[src/rtl/imem_pkg.sv]
// imem_pkg -- shared types and constants for the bootable instruction memory.
//   state_t    : controller state (LOAD = accepting image bytes, RUN = serving fetches)
//   NOP_INSN   : addi x0,x0,0, returned for fetches outside the loaded image
//   imem_depth : word depth for a given byte-address width
package imem_pkg;

  typedef enum logic {
    LOAD = 1'b0,
    RUN  = 1'b1
  } state_t;

  localparam logic [31:0] NOP_INSN = 32'h0000_0013;

  function automatic int imem_depth(input int addr_w);
    return 1 << (addr_w - 2);
  endfunction

endpackage

[src/rtl/imem_byte_asm.sv]
// imem_byte_asm -- packs the little-endian load byte stream into 32-bit words.
// Ports:
//   i_clk, i_rst    : clock, synchronous active-high reset
//   i_clear         : restart assembly at lane 0 (reload)
//   i_byte_fire     : a byte is accepted this cycle
//   i_byte          : accepted byte
//   i_last          : accepted byte is the final byte of the image
//   o_wr_stb        : full (or last, zero-filled) word is ready this cycle
//   o_wr_data       : word to write, valid with o_wr_stb
module imem_byte_asm (
  input  logic        i_clk,
  input  logic        i_rst,
  input  logic        i_clear,
  input  logic        i_byte_fire,
  input  logic [7:0]  i_byte,
  input  logic        i_last,
  output logic        o_wr_stb,
  output logic [31:0] o_wr_data
);

  logic [1:0]  r_lane;
  logic [31:0] r_word;
  logic [31:0] w_merged;

  // r_word is cleared after every emitted word, so lanes above the current
  // one are already zero -- that gives the zero-fill on a short last word.
  always_comb begin
    w_merged  = r_word | (32'(i_byte) << {r_lane, 3'b000});
    o_wr_stb  = i_byte_fire && (i_last || (r_lane == 2'd3));
    o_wr_data = w_merged;
  end

  always_ff @(posedge i_clk) begin
    if (i_rst || i_clear) begin
      r_lane <= 2'd0;
      r_word <= 32'd0;
    end else if (i_byte_fire) begin
      if (o_wr_stb) begin
        r_lane <= 2'd0;
        r_word <= 32'd0;
      end else begin
        r_lane <= r_lane + 2'd1;
        r_word <= w_merged;
      end
    end
  end

endmodule

[src/rtl/imem_loaded.sv]
// imem_loaded -- instruction memory filled at run time from a byte stream,
// then serving fetches through a registered request/response handshake.
// Optional feature: define IMEM_PARITY_EN to store and check one even-parity
// bit per word; otherwise o_rsp_parity_err is tied low.
// Ports:
//   i_clk, i_rst                       : clock, synchronous active-high reset
//   i_load_valid/o_load_ready          : load byte handshake (ready only in LOAD)
//   i_load_byte, i_load_last           : image byte, final-byte marker
//   i_reload                           : pulse in RUN to restart loading
//   i_req_valid/o_req_ready, i_req_addr: fetch request (byte address)
//   o_rsp_valid/i_rsp_ready            : fetch response handshake
//   o_rsp_data, o_rsp_misalign         : instruction word, low address bits nonzero
//   o_rsp_parity_err                   : stored parity mismatch on this word
//   o_boot_done                        : image loaded, fetches enabled
//   o_load_words                       : words written in the current image
// INS_W must be 32: the loader assembles four bytes per word.
module imem_loaded
  import imem_pkg::*;
#(
  parameter int INS_ADDRESS = 9,
  parameter int INS_W       = 32
) (
  input  logic                   i_clk,
  input  logic                   i_rst,
  input  logic                   i_load_valid,
  output logic                   o_load_ready,
  input  logic [7:0]             i_load_byte,
  input  logic                   i_load_last,
  input  logic                   i_reload,
  input  logic                   i_req_valid,
  output logic                   o_req_ready,
  input  logic [INS_ADDRESS-1:0] i_req_addr,
  output logic                   o_rsp_valid,
  input  logic                   i_rsp_ready,
  output logic [INS_W-1:0]       o_rsp_data,
  output logic                   o_rsp_misalign,
  output logic                   o_rsp_parity_err,
  output logic                   o_boot_done,
  output logic [INS_ADDRESS-2:0] o_load_words
);

  localparam int DEPTH = imem_depth(INS_ADDRESS);
  localparam int LW    = INS_ADDRESS - 1;
  localparam int IW    = INS_ADDRESS - 2;
  localparam logic [LW-1:0] LAST_IDX = LW'(DEPTH - 1);

  state_t          r_state;
  logic [LW-1:0]   r_load_words;
  logic            r_rsp_valid;
  logic [INS_W-1:0] r_rsp_data;
  logic            r_rsp_misalign;
  logic [INS_W-1:0] r_mem [DEPTH];

  logic            w_load_fire;
  logic            w_wr_stb;
  logic [31:0]     w_wr_data;
  logic            w_req_fire;
  logic [IW-1:0]   w_idx;
  logic            w_in_image;
  logic            w_reload_run;

  assign o_load_ready = (r_state == LOAD);
  assign o_boot_done  = (r_state == RUN);
  assign o_load_words = r_load_words;
  assign o_rsp_valid  = r_rsp_valid;
  assign o_rsp_data   = r_rsp_data;
  assign o_rsp_misalign = r_rsp_misalign;

  assign w_load_fire  = i_load_valid && o_load_ready;
  assign w_reload_run = i_reload && (r_state == RUN);
  assign o_req_ready  = o_boot_done && !i_reload && (!r_rsp_valid || i_rsp_ready);
  assign w_req_fire   = i_req_valid && o_req_ready;
  assign w_idx        = i_req_addr[INS_ADDRESS-1:2];
  assign w_in_image   = ({1'b0, w_idx} < r_load_words);

  imem_byte_asm u_asm (
    .i_clk       (i_clk),
    .i_rst       (i_rst),
    .i_clear     (w_reload_run),
    .i_byte_fire (w_load_fire),
    .i_byte      (i_load_byte),
    .i_last      (i_load_last),
    .o_wr_stb    (w_wr_stb),
    .o_wr_data   (w_wr_data)
  );

  // Storage is deliberately not reset; r_load_words bounds valid content.
  // In LOAD r_load_words < DEPTH, so its low IW bits are a valid index.
  always_ff @(posedge i_clk) begin
    if (w_wr_stb) begin
      r_mem[r_load_words[IW-1:0]] <= w_wr_data;
    end
  end

  always_ff @(posedge i_clk) begin
    if (i_rst) begin
      r_state        <= LOAD;
      r_load_words   <= '0;
      r_rsp_valid    <= 1'b0;
      r_rsp_data     <= '0;
      r_rsp_misalign <= 1'b0;
    end else begin
      case (r_state)
        LOAD: begin
          if (w_wr_stb) begin
            r_load_words <= r_load_words + 1'b1;
            // Filling the last word ends loading even without load_last.
            if (i_load_last || (r_load_words == LAST_IDX)) begin
              r_state <= RUN;
            end
          end
        end
        RUN: begin
          if (i_reload) begin
            r_state      <= LOAD;
            r_load_words <= '0;
            r_rsp_valid  <= 1'b0;
          end else if (w_req_fire) begin
            r_rsp_valid    <= 1'b1;
            r_rsp_data     <= w_in_image ? r_mem[w_idx] : NOP_INSN;
            r_rsp_misalign <= (i_req_addr[1:0] != 2'b00);
          end else if (i_rsp_ready) begin
            r_rsp_valid <= 1'b0;
          end
        end
        default: r_state <= LOAD;
      endcase
    end
  end

`ifdef IMEM_PARITY_EN
  logic r_par [DEPTH];
  logic r_rsp_parity_err;

  always_ff @(posedge i_clk) begin
    if (w_wr_stb) begin
      r_par[r_load_words[IW-1:0]] <= ^w_wr_data;
    end
  end

  always_ff @(posedge i_clk) begin
    if (i_rst) begin
      r_rsp_parity_err <= 1'b0;
    end else if ((r_state == RUN) && w_req_fire) begin
      r_rsp_parity_err <= w_in_image && (r_par[w_idx] ^ (^r_mem[w_idx]));
    end
  end

  assign o_rsp_parity_err = r_rsp_parity_err;
`else
  assign o_rsp_parity_err = 1'b0;
`endif

endmodule

[config.mk]
export PLATFORM = sky130hd
export DESIGN_NAME = imem_loaded
export DESIGN_NICKNAME = d
export VERILOG_FILES = /design/src/rtl/imem_pkg.sv /design/src/rtl/imem_byte_asm.sv /design/src/rtl/imem_loaded.sv
export SDC_FILE = /design/constraint.sdc
export NUM_CORES = 2
export LEC_CHECK = 0
export ABC_AREA = 1
export BUFFER_PORTS_ARGS = -buffer_cell sky130_fd_sc_hd__buf_2
export CORE_MARGIN = 5
export CORE_UTILIZATION = 45
export DETAILED_ROUTE_END_ITERATION = 8
export PLACE_DENSITY_LB_ADDON = 0.08
export SLEW_MARGIN = 20
export SYNTH_ARGS = -nofsm -noshare
export SYNTH_HDL_FRONTEND = slang
export SYNTH_SLANG_ARGS = --single-unit
[constraint.sdc]
create_clock -name i_clk -period 4.97 [get_ports i_clk]
set_clock_uncertainty 0.2 [all_clocks]
set_input_delay 0.7455 -clock i_clk [delete_from_list [all_inputs] [get_ports i_clk]]
set_output_delay 0.7455 -clock i_clk [all_outputs]
set_load 0.05 [all_outputs]
==> results.md <==
* Status: complete, no violations
* CTS root buf: clkbuf_16
* Tot Pwr at 76700 uW
* Die Wd at 621 um
* Area leader, netlist: edfxtp_1
* Post-CTS Setup Bufs at 0
* Dpl hpwl at 305 mm
* Commonest cells in the netlist: nand2_1, edfxtp_1, nand3_1
* Grt peak-use layer: met2
* Xor/xnor share of the synthesized area at 0.0000522
* Post-Synthesis Cells at 13746
* Nature of the critical path startpoint: flop
* # DRC at 0
* Initial Util at 0.451
* Core ar. at 0.372 mm^2
* Yosys warnings at 0
* First-pass GRT wire length at 792 mm
* Worst Path Required at 5450 ps
* Crit-path most repeated cell: buf_4
* Die area at 0.385 mm^2
* Slowest CP cell: dfxtp_2
* Die Y-Extent at 621 um
* Synth Area in Adders at 0.000596
* Port Buffers at 68
* Met1 GRT Util at 0.396
* WP data arrival at 4440 ps
* CP endpoint kind: flop
* Initial DRC Count at 13436
* Share of the synthesized area in the top cell type at 0.733
* Unrepaired setup endpoints after global routing: no
* Worst rel slew slack at 0.194
* Initial antenna violation count at 35
* Nets at 13832
* Tightest Pin Transition at 1210 ps
* CTS Buffer Depth at 4
* Total CTS buffers at 445
* Average size of a mapped cell at 12.2 um^2
* Met2 usage at 0.449
* Wirelength per Cell at 29.1 um
* Total GRT Usage at 0.284
* Sink Count at 4173
* PD cells at 403 mW/mm^2
* Setup slack, reg-to-reg at 1010 ps
* Total gr overflow at 0
* Fin. max-slew vios at 0
* TritonCTS clock tree: done
* Largest family of logic cells by synthesized area: simple AND/OR/NAND/NOR gates
* Post-DRT Antenna Nets at 0
* H-tree depth at 5
* Sequential fraction of the synthesis area at 0.742
* Number of max-cap violations at 0
* CP cell instances: ha_1, o21ai_0, inv_1, nand2_2, buf_4, nor2_4, buf_4
* Worst VDD drop at 0.298 mV
* Setup Crit Path Kind: flop to flop
* Synthesized area at 0.168 mm^2
* Clock latency on the worst-skew pair at 990 ps
* HP Class: input pin to flop
* FP Rows at 224
* # IOs at 70
* Compound-cell area share of the yosys netlist at 0.00576
* Routed wire length at 558 mm
* Final min period at 3960 ps
* Area contributors post-synth: edfxtp_1, nand3_1, nand2_1
* Reg clk slew, reported paths at 60 ps
* Final Hold Violating Endpoints at 0
* Hold Slack at 109 ps
* Inst Count DP at 18318
* Placer Congestion at 0.842
* Final setup fails at 0
* Via density at 5.83
* Via count of the first global-routing pass at 105827
* Main synth FF type: edfxtp_1
* Post-synth ARST share at 0
* Simple-gate portion of the synthesized area at 0.218
* Mux share of post-synthesis cell area at 0
* Synthesized flop and latch total at 4173
* Leakage at 0.0670 uW
* Worst Path Max Fanout at 18
* EDFF count, synth at 4096
* Post-layout util at 0.511
* Met3 usage at 0.0442
* DR vias at 111648
* Most common cell in the netlist: nand2_1
* Finished Layout Cells at 19167
* Pin count of the biggest net entering global routing at 171
* Final Cycle Share at 0.797
* Synthesized Nets at 13778
* Drt pass-1 iters at 6
* Slowest cell delay on critical path at 980 ps
* Layout area overhead at 13.3%
* Share of cells above drive strength 1 at 0.0942
* Synth cell types at 34
* Max Fclk at 252 MHz
[what timing repair did]
action                                 CTS  global route
endpoints found under the hold margin    5             0
gates resized for setup                  0             0
hold buffers                             6             0
[flip-flops by register name, indices dropped and copies added, names as in the netlist]
register / cells
u_asm.r_word: 32
r_mem: 4096
u_asm.r_lane: 2
o_rsp_valid: 1
o_boot_done: 1
o_rsp_misalign: 1
o_load_words: 8
o_rsp_data: 32
[layout make-up]
cell class	instances	area [um^2]
fill	31878	182000
timing repair buffer	538	5630
clock inverter	286	2740
sequential	4173	125000
inverter	61	294
multi-input combinational	8581	39000
antenna	8	20.0
clock buffer	548	11700
tap	4972	6220
[layout by cell type, fill, tap and decap left out, drive strengths merged, types with 3 or more instances in the layout]
cell type       n
inv            67
nand3        4016
nor3            9
nand2        4203
nor2          183
a211oi          3
dlygate4sd3     6
clkinvlp       11
bufinv         44
ha              8
a21oi          58
diode           8
clkinv        225
o21bai         32
edfxtp       4096
buf           532
o21ai          57
clkbuf        548
o22ai           4
dfxtp          77
[logic make-up (layout without fill, tap and decap cells)]
| logic type | Yosys count | count (layout) |
|---|---|---|
| xor+xnor | 1 | 1 |
| simple gates | 8411 | 8411 |
| fa+ha+maj | 8 | 8 |
| compound gates | 160 | 160 |
| flops | 4173 | 4173 |
| other cells | 1 | 9 |
| buf+inv | 992 | 1433 |
[where the power goes]
part	internal, uW	switching (uW)
clock	18900	13900
sequential	38800	27.2
combinational	1100	3900
[routing by layer]
metal  wire length [um]  up-vias  share of wire
li1                   -    49335              -
met1             231000    56409           0.41
met2             258000     4955           0.46
met3              43500      941          0.078
met4              25400        8          0.046
met5                 54        -       0.000097
[through the flow]
step	setup slack [ps]	setup TNS, ps	instance area (um^2)
after floorplan	-429	-1164450	168000
after global placement	260	0	176000
after detailed placement	294	0	176000
after CTS	1010	0	190000
after global routing	890	0	190000
final	1010	0	190000
[critical path, delay by kind of cell (launching register included)]
kind,cells,cell delay [ps]
compound gates,1,180
fa+ha+maj,1,280
buf+inv,3,1210
flops,1,980
simple gates,2,760
[final timing paths]
check / startpoint / to / cells after the start
max: u_asm.r_lane[1] / r_mem[120][23] / 7
min: i_load_last / o_boot_done / 3
max reg2reg: u_asm.r_lane[1] / r_mem[120][23] / 7
min reg2reg: o_rsp_misalign / o_rsp_misalign / 2
(Power assumes the default switching activity.)
